### config.mk
export PLATFORM = sky130hd
export DESIGN_NAME = stage4_memory_access
export DESIGN_NICKNAME = d
export VERILOG_FILES = /design/src/rtl/stage4_memory_access.sv
export SDC_FILE = /design/constraint.sdc
export NUM_CORES = 1
export LEC_CHECK = 0
export ABC_CLOCK_PERIOD_IN_PS = 3500
export CORE_AREA = 4 4 210 212
export CTS_CLUSTER_DIAMETER = 50
export DETAILED_ROUTE_END_ITERATION = 10
export DIE_AREA = 0 0 214 216
export SETUP_SLACK_MARGIN = 0.5
export SKIP_LAST_GASP = 1
export SLEW_MARGIN = 0
export SYNTH_ARGS = -nofsm -noshare
export SYNTH_HDL_FRONTEND = slang
export SYNTH_SLANG_ARGS = --single-unit
### constraint.sdc
create_clock -name clk -period 3.5 [get_ports clk]
set_input_delay 1.05 -clock clk [delete_from_list [all_inputs] [get_ports clk]]
set_output_delay 1.05 -clock clk [all_outputs]
set_load 0.1 [all_outputs]
### src/rtl/stage4_memory_access.sv
// -----------------------------------------------------------------------------
// stage4_memory_access
//
// LEGv8 pipeline stage 4. Holds the EX/MEM pipeline register, performs the
// data-memory access over a req/ack port, resolves branches and feeds the
// MEM/WB register that drives write-back.
//
// Optional feature macro: LEGV8_MEM_ALIGN_CHECK_EN
//   Defined   : a load/store whose address has non-zero bits [2:0] never issues
//               a memory request; it retires with write-back disabled and
//               raises mem_fault for one cycle.
//   Undefined : no alignment check, mem_fault is constant 0.
//
// Ports
//   clk, rst             clock, synchronous active-high reset
//   ex_*                 instruction offered by the execute stage
//   stall                upstream must hold; ex_* is not accepted this cycle
//   dmem_req/we/addr/wdata, dmem_ack/rdata
//                        data-memory port; request fields stay stable until ack
//   pc_src, pc_target    taken-branch redirect to fetch
//   wb_valid, wb_regwrite, wb_rd, wb_data
//                        MEM/WB register contents for write-back
//   mem_fault            misaligned access flag (alignment-check build only)
// -----------------------------------------------------------------------------
module stage4_memory_access #(
    parameter int XLEN   = 64,
    parameter int REG_AW = 5
) (
    input  logic              clk,
    input  logic              rst,
    input  logic              ex_valid,
    input  logic [XLEN-1:0]   ex_result,
    input  logic [XLEN-1:0]   ex_store_data,
    input  logic              ex_zero,
    input  logic [XLEN-1:0]   ex_branch_target,
    input  logic              ex_branch,
    input  logic              ex_uncond,
    input  logic              ex_memread,
    input  logic              ex_memwrite,
    input  logic              ex_memtoreg,
    input  logic              ex_regwrite,
    input  logic [REG_AW-1:0] ex_rd,
    output logic              stall,
    output logic              dmem_req,
    output logic              dmem_we,
    output logic [XLEN-1:0]   dmem_addr,
    output logic [XLEN-1:0]   dmem_wdata,
    input  logic              dmem_ack,
    input  logic [XLEN-1:0]   dmem_rdata,
    output logic              pc_src,
    output logic [XLEN-1:0]   pc_target,
    output logic              wb_valid,
    output logic              wb_regwrite,
    output logic [REG_AW-1:0] wb_rd,
    output logic [XLEN-1:0]   wb_data,
    output logic              mem_fault
);

    typedef enum logic [0:0] {
        ST_IDLE   = 1'b0,
        ST_ACCESS = 1'b1
    } mem_state_e;

    // Doubleword accesses only: any set bit in the low three address bits is misaligned.
    function automatic logic is_misaligned(input logic [2:0] addr_lsb);
        return (addr_lsb != 3'b000);
    endfunction

    mem_state_e        state_r;
    mem_state_e        state_next_s;

    // EX/MEM pipeline register
    logic              m_valid_r;
    logic [XLEN-1:0]   m_result_r;
    logic [XLEN-1:0]   m_store_data_r;
    logic              m_zero_r;
    logic [XLEN-1:0]   m_branch_target_r;
    logic              m_branch_r;
    logic              m_uncond_r;
    logic              m_memwrite_r;
    logic              m_memtoreg_r;
    logic              m_regwrite_r;
    logic [REG_AW-1:0] m_rd_r;

    // MEM/WB pipeline register
    logic              wb_valid_r;
    logic              wb_regwrite_r;
    logic [REG_AW-1:0] wb_rd_r;
    logic [XLEN-1:0]   wb_data_r;
    logic              mem_fault_r;

    logic              stall_s;
    logic              advance_s;
    logic              take_branch_s;
    logic              accept_valid_s;
    logic              ex_mem_op_s;
    logic              fault_s;
    logic [XLEN-1:0]   wb_data_s;

`ifdef LEGV8_MEM_ALIGN_CHECK_EN
    logic              m_misaligned_r;

    // Remember that the latched memory op is misaligned; it then bypasses ACCESS.
    always_ff @(posedge clk) begin
        if (rst) begin
            m_misaligned_r <= 1'b0;
        end else if (advance_s) begin
            m_misaligned_r <= (ex_memread | ex_memwrite) & is_misaligned(ex_result[2:0]);
        end
    end

    assign fault_s = m_valid_r & m_misaligned_r;
`else
    assign fault_s = 1'b0;
`endif

    // Stall, branch resolution and acceptance of the instruction offered by execute.
    always_comb begin
        stall_s        = (state_r == ST_ACCESS) & ~dmem_ack;
        advance_s      = ~stall_s;
        take_branch_s  = m_valid_r & (m_uncond_r | (m_branch_r & m_zero_r));
        // A taken branch in EX/MEM squashes whatever execute offers in the same cycle.
        accept_valid_s = ex_valid & ~take_branch_s;
`ifdef LEGV8_MEM_ALIGN_CHECK_EN
        ex_mem_op_s    = accept_valid_s & (ex_memread | ex_memwrite) & ~is_misaligned(ex_result[2:0]);
`else
        ex_mem_op_s    = accept_valid_s & (ex_memread | ex_memwrite);
`endif
    end

    // Write-back data select; a faulted load has no memory data, so it carries its address.
    always_comb begin
        wb_data_s = m_result_r;
        if (m_memtoreg_r & ~fault_s) begin
            wb_data_s = dmem_rdata;
        end else begin
            wb_data_s = m_result_r;
        end
    end

    // Next-state logic of the memory-access FSM.
    always_comb begin
        state_next_s = state_r;
        case (state_r)
            ST_IDLE: begin
                if (ex_mem_op_s) begin
                    state_next_s = ST_ACCESS;
                end else begin
                    state_next_s = ST_IDLE;
                end
            end
            ST_ACCESS: begin
                // Back-to-back memory ops stay in ACCESS across the completing edge.
                if (stall_s | ex_mem_op_s) begin
                    state_next_s = ST_ACCESS;
                end else begin
                    state_next_s = ST_IDLE;
                end
            end
            default: begin
                state_next_s = ST_IDLE;
            end
        endcase
    end

    // FSM state register.
    always_ff @(posedge clk) begin
        if (rst) begin
            state_r <= ST_IDLE;
        end else begin
            state_r <= state_next_s;
        end
    end

    // EX/MEM register: loads on every non-stalled edge, holds during an access.
    always_ff @(posedge clk) begin
        if (rst) begin
            m_valid_r         <= 1'b0;
            m_result_r        <= {XLEN{1'b0}};
            m_store_data_r    <= {XLEN{1'b0}};
            m_zero_r          <= 1'b0;
            m_branch_target_r <= {XLEN{1'b0}};
            m_branch_r        <= 1'b0;
            m_uncond_r        <= 1'b0;
            m_memwrite_r      <= 1'b0;
            m_memtoreg_r      <= 1'b0;
            m_regwrite_r      <= 1'b0;
            m_rd_r            <= {REG_AW{1'b0}};
        end else if (advance_s) begin
            m_valid_r         <= accept_valid_s;
            m_result_r        <= ex_result;
            m_store_data_r    <= ex_store_data;
            m_zero_r          <= ex_zero;
            m_branch_target_r <= ex_branch_target;
            m_branch_r        <= ex_branch;
            m_uncond_r        <= ex_uncond;
            m_memwrite_r      <= ex_memwrite;
            m_memtoreg_r      <= ex_memtoreg;
            m_regwrite_r      <= ex_regwrite;
            m_rd_r            <= ex_rd;
        end
    end

    // MEM/WB register: a stalled edge clears the valid bits so nothing retires twice.
    always_ff @(posedge clk) begin
        if (rst) begin
            wb_valid_r    <= 1'b0;
            wb_regwrite_r <= 1'b0;
            wb_rd_r       <= {REG_AW{1'b0}};
            wb_data_r     <= {XLEN{1'b0}};
            mem_fault_r   <= 1'b0;
        end else if (advance_s) begin
            wb_valid_r    <= m_valid_r;
            wb_regwrite_r <= m_valid_r & m_regwrite_r & ~fault_s;
            wb_rd_r       <= m_rd_r;
            wb_data_r     <= wb_data_s;
            mem_fault_r   <= fault_s;
        end else begin
            wb_valid_r    <= 1'b0;
            wb_regwrite_r <= 1'b0;
            mem_fault_r   <= 1'b0;
        end
    end

    assign stall       = stall_s;
    assign dmem_req    = (state_r == ST_ACCESS);
    assign dmem_we     = m_memwrite_r;
    assign dmem_addr   = m_result_r;
    assign dmem_wdata  = m_store_data_r;
    assign pc_src      = take_branch_s;
    assign pc_target   = m_branch_target_r;
    assign wb_valid    = wb_valid_r;
    assign wb_regwrite = wb_regwrite_r;
    assign wb_rd       = wb_rd_r;
    assign wb_data     = wb_data_r;
    assign mem_fault   = mem_fault_r;

endmodule

==> flow_metrics.py, run 1 <==
metrics = {
    "status": {
        "status": "completed",
    },
    "clock_network": {
        "cts_max_level": 2,
        "cts_buffers": 37,
        "clkLatencyLatePin_ps": 520,
        "clk_pin_slew_worst_paths_ps": 50,
        "hold_buffers": 0,
        "clock-sinks": 276,
        "cts.path.max_buffers": 3,
        "cts_setup_buffers": 0,
        "cts_root_buf": "clkbuf_16",
        "cts_tree": "yes",
        "ctsResizeCount": 1,
    },
    "floorplanning": {
        "initial_core_util": 0.251,
        "fp.coreArea_um2": 41900,
        "rows": 75,
        "die_h_um": 216,
        "num_io_pins": 540,
        "die_x_um": 214,
        "die_area_um2": 46200,
    },
    "final_layout": {
        "nNetsFinal": 1968,
        "instances_no_fill": 2262,
        "utilization": 0.397,
        "final_common_cell": "nand2_1",
        "fillers": 4217,
        "layout_common_cells": "nand2_1 (417), dfxtp_1 (275), buf_4 (271)",
        "num_antenna_cells": 0,
        "final_area_um2": 16700,
        "syn_to_final_growth_pct": 58.5,
        "drive_above_1_share": 0.227,
    },
    "global_routing": {
        "grt_max_degree": 146,
        "first_global_vias": 9928,
        "antenna_found_initial": 1,
        "gr-usage-all-layers": 0.158,
        "grt_pass1_wl_um": 58700,
        "grt_overflow_total": 0,
    },
    "setup_path": {
        "start_kind": "input pin",
        "crit_type": "input pin to output pin",
        "worstPathMaxFanout": 3,
        "cp-end-kind": "output pin",
        "arrival_ps": 1750,
        "worst_ep_required_time_ps": 2450,
    },
    "logic_synthesis": {
        "synth_top_flop_cell": "dfxtp_1",
        "synth-compound-area-share": 0.171,
        "synth.distinct_cells": 23,
        "synth_edf_count": 0,
        "avgSynthCellArea_um2": 8.72,
        "yosys.area.top_type_share": 0.526,
        "synthTopCellsByArea": "dfxtp_1 (53%), nand2_1 (15%), a21oi_1 (9.9%)",
        "synth_top_family_by_area": "simple AND/OR/NAND/NOR gates",
        "syn_area_um2": 10500,
        "ys_ff_latch": 276,
        "synth_cells": 1206,
        "syn_nets": 1478,
        "synthXorXnorAreaFrac": 0,
        "synth-simple-area-share": 0.176,
        "synth_warnings": 0,
        "synthMuxAreaShare": 0.0609,
        "yosysSeqAreaShare": 0.526,
        "async_reset_ff_frac": 0,
        "synthAdderAreaFrac": 0,
        "synth_top_cell_by_area": "dfxtp_1",
    },
    "power": {
        "finalPower_mw": 9.90,
        "power.density_nw_per_um2": 594,
        "p_leak_nw": 7.18,
        "peakVddDrop_mv": 0.334,
    },
    "run": {
        "maxCapViolations": 0,
    },
    "sta": {
        "timing.setup.tns_ps": 0,
        "fin_worst_skew_ps": 9.39,
        "setup_ws_ps": 695,
        "max_slew_margin": 0.500,
        "hold_viol": 0,
        "max_freq_mhz": 357,
        "rsz0062_at_grt": "no",
        "setup_viol": 0,
        "period_minus_slack_ps": 2800,
        "hold_ws_ps": 451,
        "slew_violations": 0,
        "tightest_slew_ps": 751,
        "period_share": 0.801,
    },
    "place": {
        "place_ws_ps": 493,
        "port_buffers": 538,
        "gp_congestion": 0.803,
        "dp_hpwl_um": 27300,
        "placed_area_um2": 15400,
        "dp_cells": 2196,
    },
    "drt": {
        "vias": 10100,
        "wirelength_um": 38100,
        "firstDrtPassIters": 4,
        "viasPerCell": 4.45,
        "avgRoutedWirePerCell_um": 16.9,
        "drc_errors": 0,
        "initialDrtViolationCount": 584,
        "ant_nets": 0,
    },
    "worst_hold_path": {
        "hold_class": "flip-flop to flip-flop",
    },
}
## logic make-up (layout without fill, tap and decap cells)
logic type	after synthesis	after routing
buffers and inverters	102	619
and+or+nand+nor	487	487
other	1	1
muxes	64	64
AOI/OAI and AO/OA	276	276
DFF	276	276
## worst max-delay path, stage by stage
cell and delay, ps:
dlygate4sd2_1 270, nand2b_4 170, inv_6 90, buf_12 170
## report_power, final
group	internal [mW]	switching (mW)	leakage (nW)
registers	3.36	0.140	2.29
clock network	2.33	1.41	0.594
logic	0.706	1.96	4.29
## area by class of cell
type	instances	area, um^2	share of cell area
multi-input combinational	828	4290	0.257
inverter	2	12.5	0.000751
tap	539	674	0.0405
sequential	276	5530	0.332
timing repair buffer	551	4930	0.296
clock inverter	12	135	0.00811
clock buffer	54	1090	0.0656
## metal layers
layer | up-vias | track usage | wire length (um)
met1 | 4632 | 0.188 | 15400
met3 | 71 | 0.0561 | 3250
met2 | 381 | 0.263 | 18400
met4 | 2 | 0.0571 | 1050
met5 | - | 0 | 20
li1 | 4970 | - | -
## cells in the mapped netlist, types with 2 or more instances
cell	n
mux2i_1	64
dfxtp_1	276
a211oi_2	50
nor3_1	2
clkbuf_1	19
a211oi_1	15
nand2_1	417
a21oi_1	209
buf_6	21
buf_2	45
buf_8	5
nor2_1	65
buf_4	8
## flip-flops by register name, indices dropped and copies added, names as in the netlist
register / count
dmem_addr: 64
dmem_req: 1
dmem_wdata: 64
dmem_we: 1
m_branch_r: 1
m_memtoreg_r: 1
m_rd_r: 5
m_regwrite_r: 1
m_uncond_r: 1
m_valid_r: 1
m_zero_r: 1
pc_target: 64
wb_data: 64
wb_rd: 5
wb_regwrite: 1
wb_valid: 1
## final timing paths
kind                        startpoint                          end  depth (start not counted)  slack, ps
max                           dmem_ack                        stall                          4        700
min reg2reg  pc_target[0]$_SDFFE_PP0N_    pc_target[0]$_SDFFE_PP0N_                          2        450
max reg2reg        dmem_req$_SDFF_PP0_  dmem_wdata[21]$_SDFFE_PP0N_                          5       1680
min          pc_target[0]$_SDFFE_PP0N_    pc_target[0]$_SDFFE_PP0N_                          2        450
Note: power is estimated with default switching activity, not from simulation.
==> inputs of run 2 (changes only) <==
--- a/config.mk
+++ b/config.mk
@@ -5,7 +5,7 @@
 export SDC_FILE = /design/constraint.sdc
 export NUM_CORES = 1
 export LEC_CHECK = 0
-export ABC_CLOCK_PERIOD_IN_PS = 3500
+export ABC_CLOCK_PERIOD_IN_PS = 2500
 export CORE_AREA = 4 4 210 212
 export CTS_CLUSTER_DIAMETER = 50
 export DETAILED_ROUTE_END_ITERATION = 10
==> constraint.sdc (replaced) <==
create_clock -name clk -period 2.5 [get_ports clk]
set_input_delay 0.75 -clock clk [delete_from_list [all_inputs] [get_ports clk]]
set_output_delay 0.75 -clock clk [all_outputs]
set_load 0.1 [all_outputs]
==> flow_metrics.py, run 2 (synthesized netlist as in run 1, its figures left out) <==
metrics = {
    "status": {
        "status": "completed",
    },
    "final_layout": {
        "multi_input_area_um2": 4310,
        "final_common_cell": "nand2_1",
        "regArea_um2": 5540,
        "drive_above_1_share": 0.244,
        "final_area_um2": 17100,
        "layout_common_cells": "nand2_1 (417), clkdlybuf4s50_1 (269), dfxtp_1 (268)",
        "nNetsFinal": 1989,
        "syn_to_final_growth_pct": 62.7,
        "num_antenna_cells": 0,
        "fillers": 4176,
    },
    "sta": {
        "max_slew_margin": 0.654,
        "fin_worst_skew_ps": 7.44,
        "period_share": 0.806,
        "max_freq_mhz": 496,
        "timing.setup.tns_ps": 0,
        "slew_violations": 0,
        "hold_viol": 0,
        "period_minus_slack_ps": 2020,
        "rsz0062_at_grt": "yes",
        "tightest_slew_ps": 519,
        "setup_viol": 0,
    },
    "clock_network": {
        "cts_buffers": 36,
        "clk_pin_slew_worst_paths_ps": 50,
        "cts_tree": "yes",
        "clock-sinks": 276,
        "cts.path.max_buffers": 3,
        "cts_root_buf": "clkbuf_16",
        "clkLatencyLatePin_ps": 520,
        "cts_max_level": 2,
    },
    "setup_path": {
        "worstReg2RegStart": "dmem_req$_SDFF_PP0_",
        "start_kind": "flip-flop",
        "arrival_ps": 1270,
        "crit_start": "m_zero_r$_SDFFE_PP0N_",
        "worstPathMaxFanout": 2,
        "worst_ep_required_time_ps": 1750,
        "crit_type": "flip-flop to output pin",
        "cp-end-kind": "output pin",
        "reg2reg_slack_ps": 910,
    },
    "floorplanning": {
        "num_io_pins": 540,
        "die_area_um2": 46200,
        "die_h_um": 216,
        "fp.coreArea_um2": 41900,
        "die_x_um": 214,
        "initial_core_util": 0.251,
        "rows": 75,
    },
    "global_routing": {
        "grt_pass1_wl_um": 59000,
        "grt_overflow_total": 0,
        "antenna_found_initial": 1,
        "grt_max_degree": 80,
        "first_global_vias": 9997,
        "gr-usage-all-layers": 0.158,
    },
    "drt": {
        "firstDrtPassIters": 4,
        "vias": 10000,
        "wirelength_um": 38500,
        "ant_nets": 0,
        "initialDrtViolationCount": 479,
        "top_layer_used": "met5",
        "met3_length_um": 3190,
        "wl_met1_um": 16000,
        "avgRoutedWirePerCell_um": 16.8,
        "viasPerCell": 4.39,
        "drc_errors": 0,
        "dr_wl_met2_um": 18400,
    },
    "place": {
        "port_buffers": 538,
        "placed_area_um2": 15600,
        "dp_hpwl_um": 28400,
        "gp_congestion": 0.838,
    },
    "worst_hold_path": {
        "hold_start": "dmem_wdata[33]$_SDFFE_PP0N_",
        "hold_class": "flip-flop to flip-flop",
    },
    "power": {
        "peakVddDrop_mv": 0.533,
        "p_leak_nw": 7.37,
        "power.density_nw_per_um2": 817,
    },
    "run": {
        "maxCapViolations": 0,
    },
}
run 2: cell count changes in the layout (fill, tap and decap cells not counted), sizes merged:
cell	before	now
clkinvlp	3	2
dlygate4sd2	1	0
inv	6	4
clkinv	3	8
clkbuf	54	50
bufinv	2	3
buf	281	304
run 2: cell type report:
type | count | share of cell area
Tap cell | 539 | 0.0394
Multi-Input combinational cell | 828 | 0.252
Timing Repair Buffer | 573 | 0.313
Inverter | 2 | 0.000732
Clock buffer | 50 | 0.0617
Clock inverter | 15 | 0.00995
Sequential cell | 276 | 0.324
run 2: final timing paths:
check,endpoint,depth (start not counted)
min,dmem_wdata[33]$_SDFFE_PP0N_,2
max reg2reg,pc_target[56]$_SDFFE_PP0N_,8
max,pc_src,3
min reg2reg,dmem_wdata[33]$_SDFFE_PP0N_,2
run 2: worst max-delay path: stages, from the launching register on:
cell,delay (ps)
dfxtp_2,330
a21oi_4,200
nor2_4,50
buf_12,160
run 2: power breakdown:
part | total (mW) | internal (mW) | switching (mW)
Combinational | 3.82 | 1.05 | 2.76
Sequential | 4.90 | 4.70 | 0.195
Clock | 5.25 | 3.27 | 1.98
run 2: per-layer routing:
layer / up-vias / track usage
met5: - / 0
met4: 2 / 0.0415
met3: 52 / 0.0582
met2: 380 / 0.266
met1: 4589 / 0.191
li1: 5010 / -
run 2: repair_timing:
item / in CTS / in global routing
setup buffers: 2 / 1
hold buffers: 0 / 0
resized for setup: 39 / 26
pin swaps: 2 / 2
hold endpoints to repair: 0 / 0
endpoints found under the setup margin: 24 / 23
run 2: metrics by stage:
stage	hold slack (ps)	power [mW]	utilization	setup WS, ps	instances
after floorplan	427	7.66	-	177	1206
after CTS	452	14.2	0.405	418	2282
after detailed placement	444	8.78	0.373	50.4	2215
after global routing	467	14.5	0.408	421	2283
after global placement	438	8.75	0.373	49.5	2215
final	449	14.0	0.408	484	2283
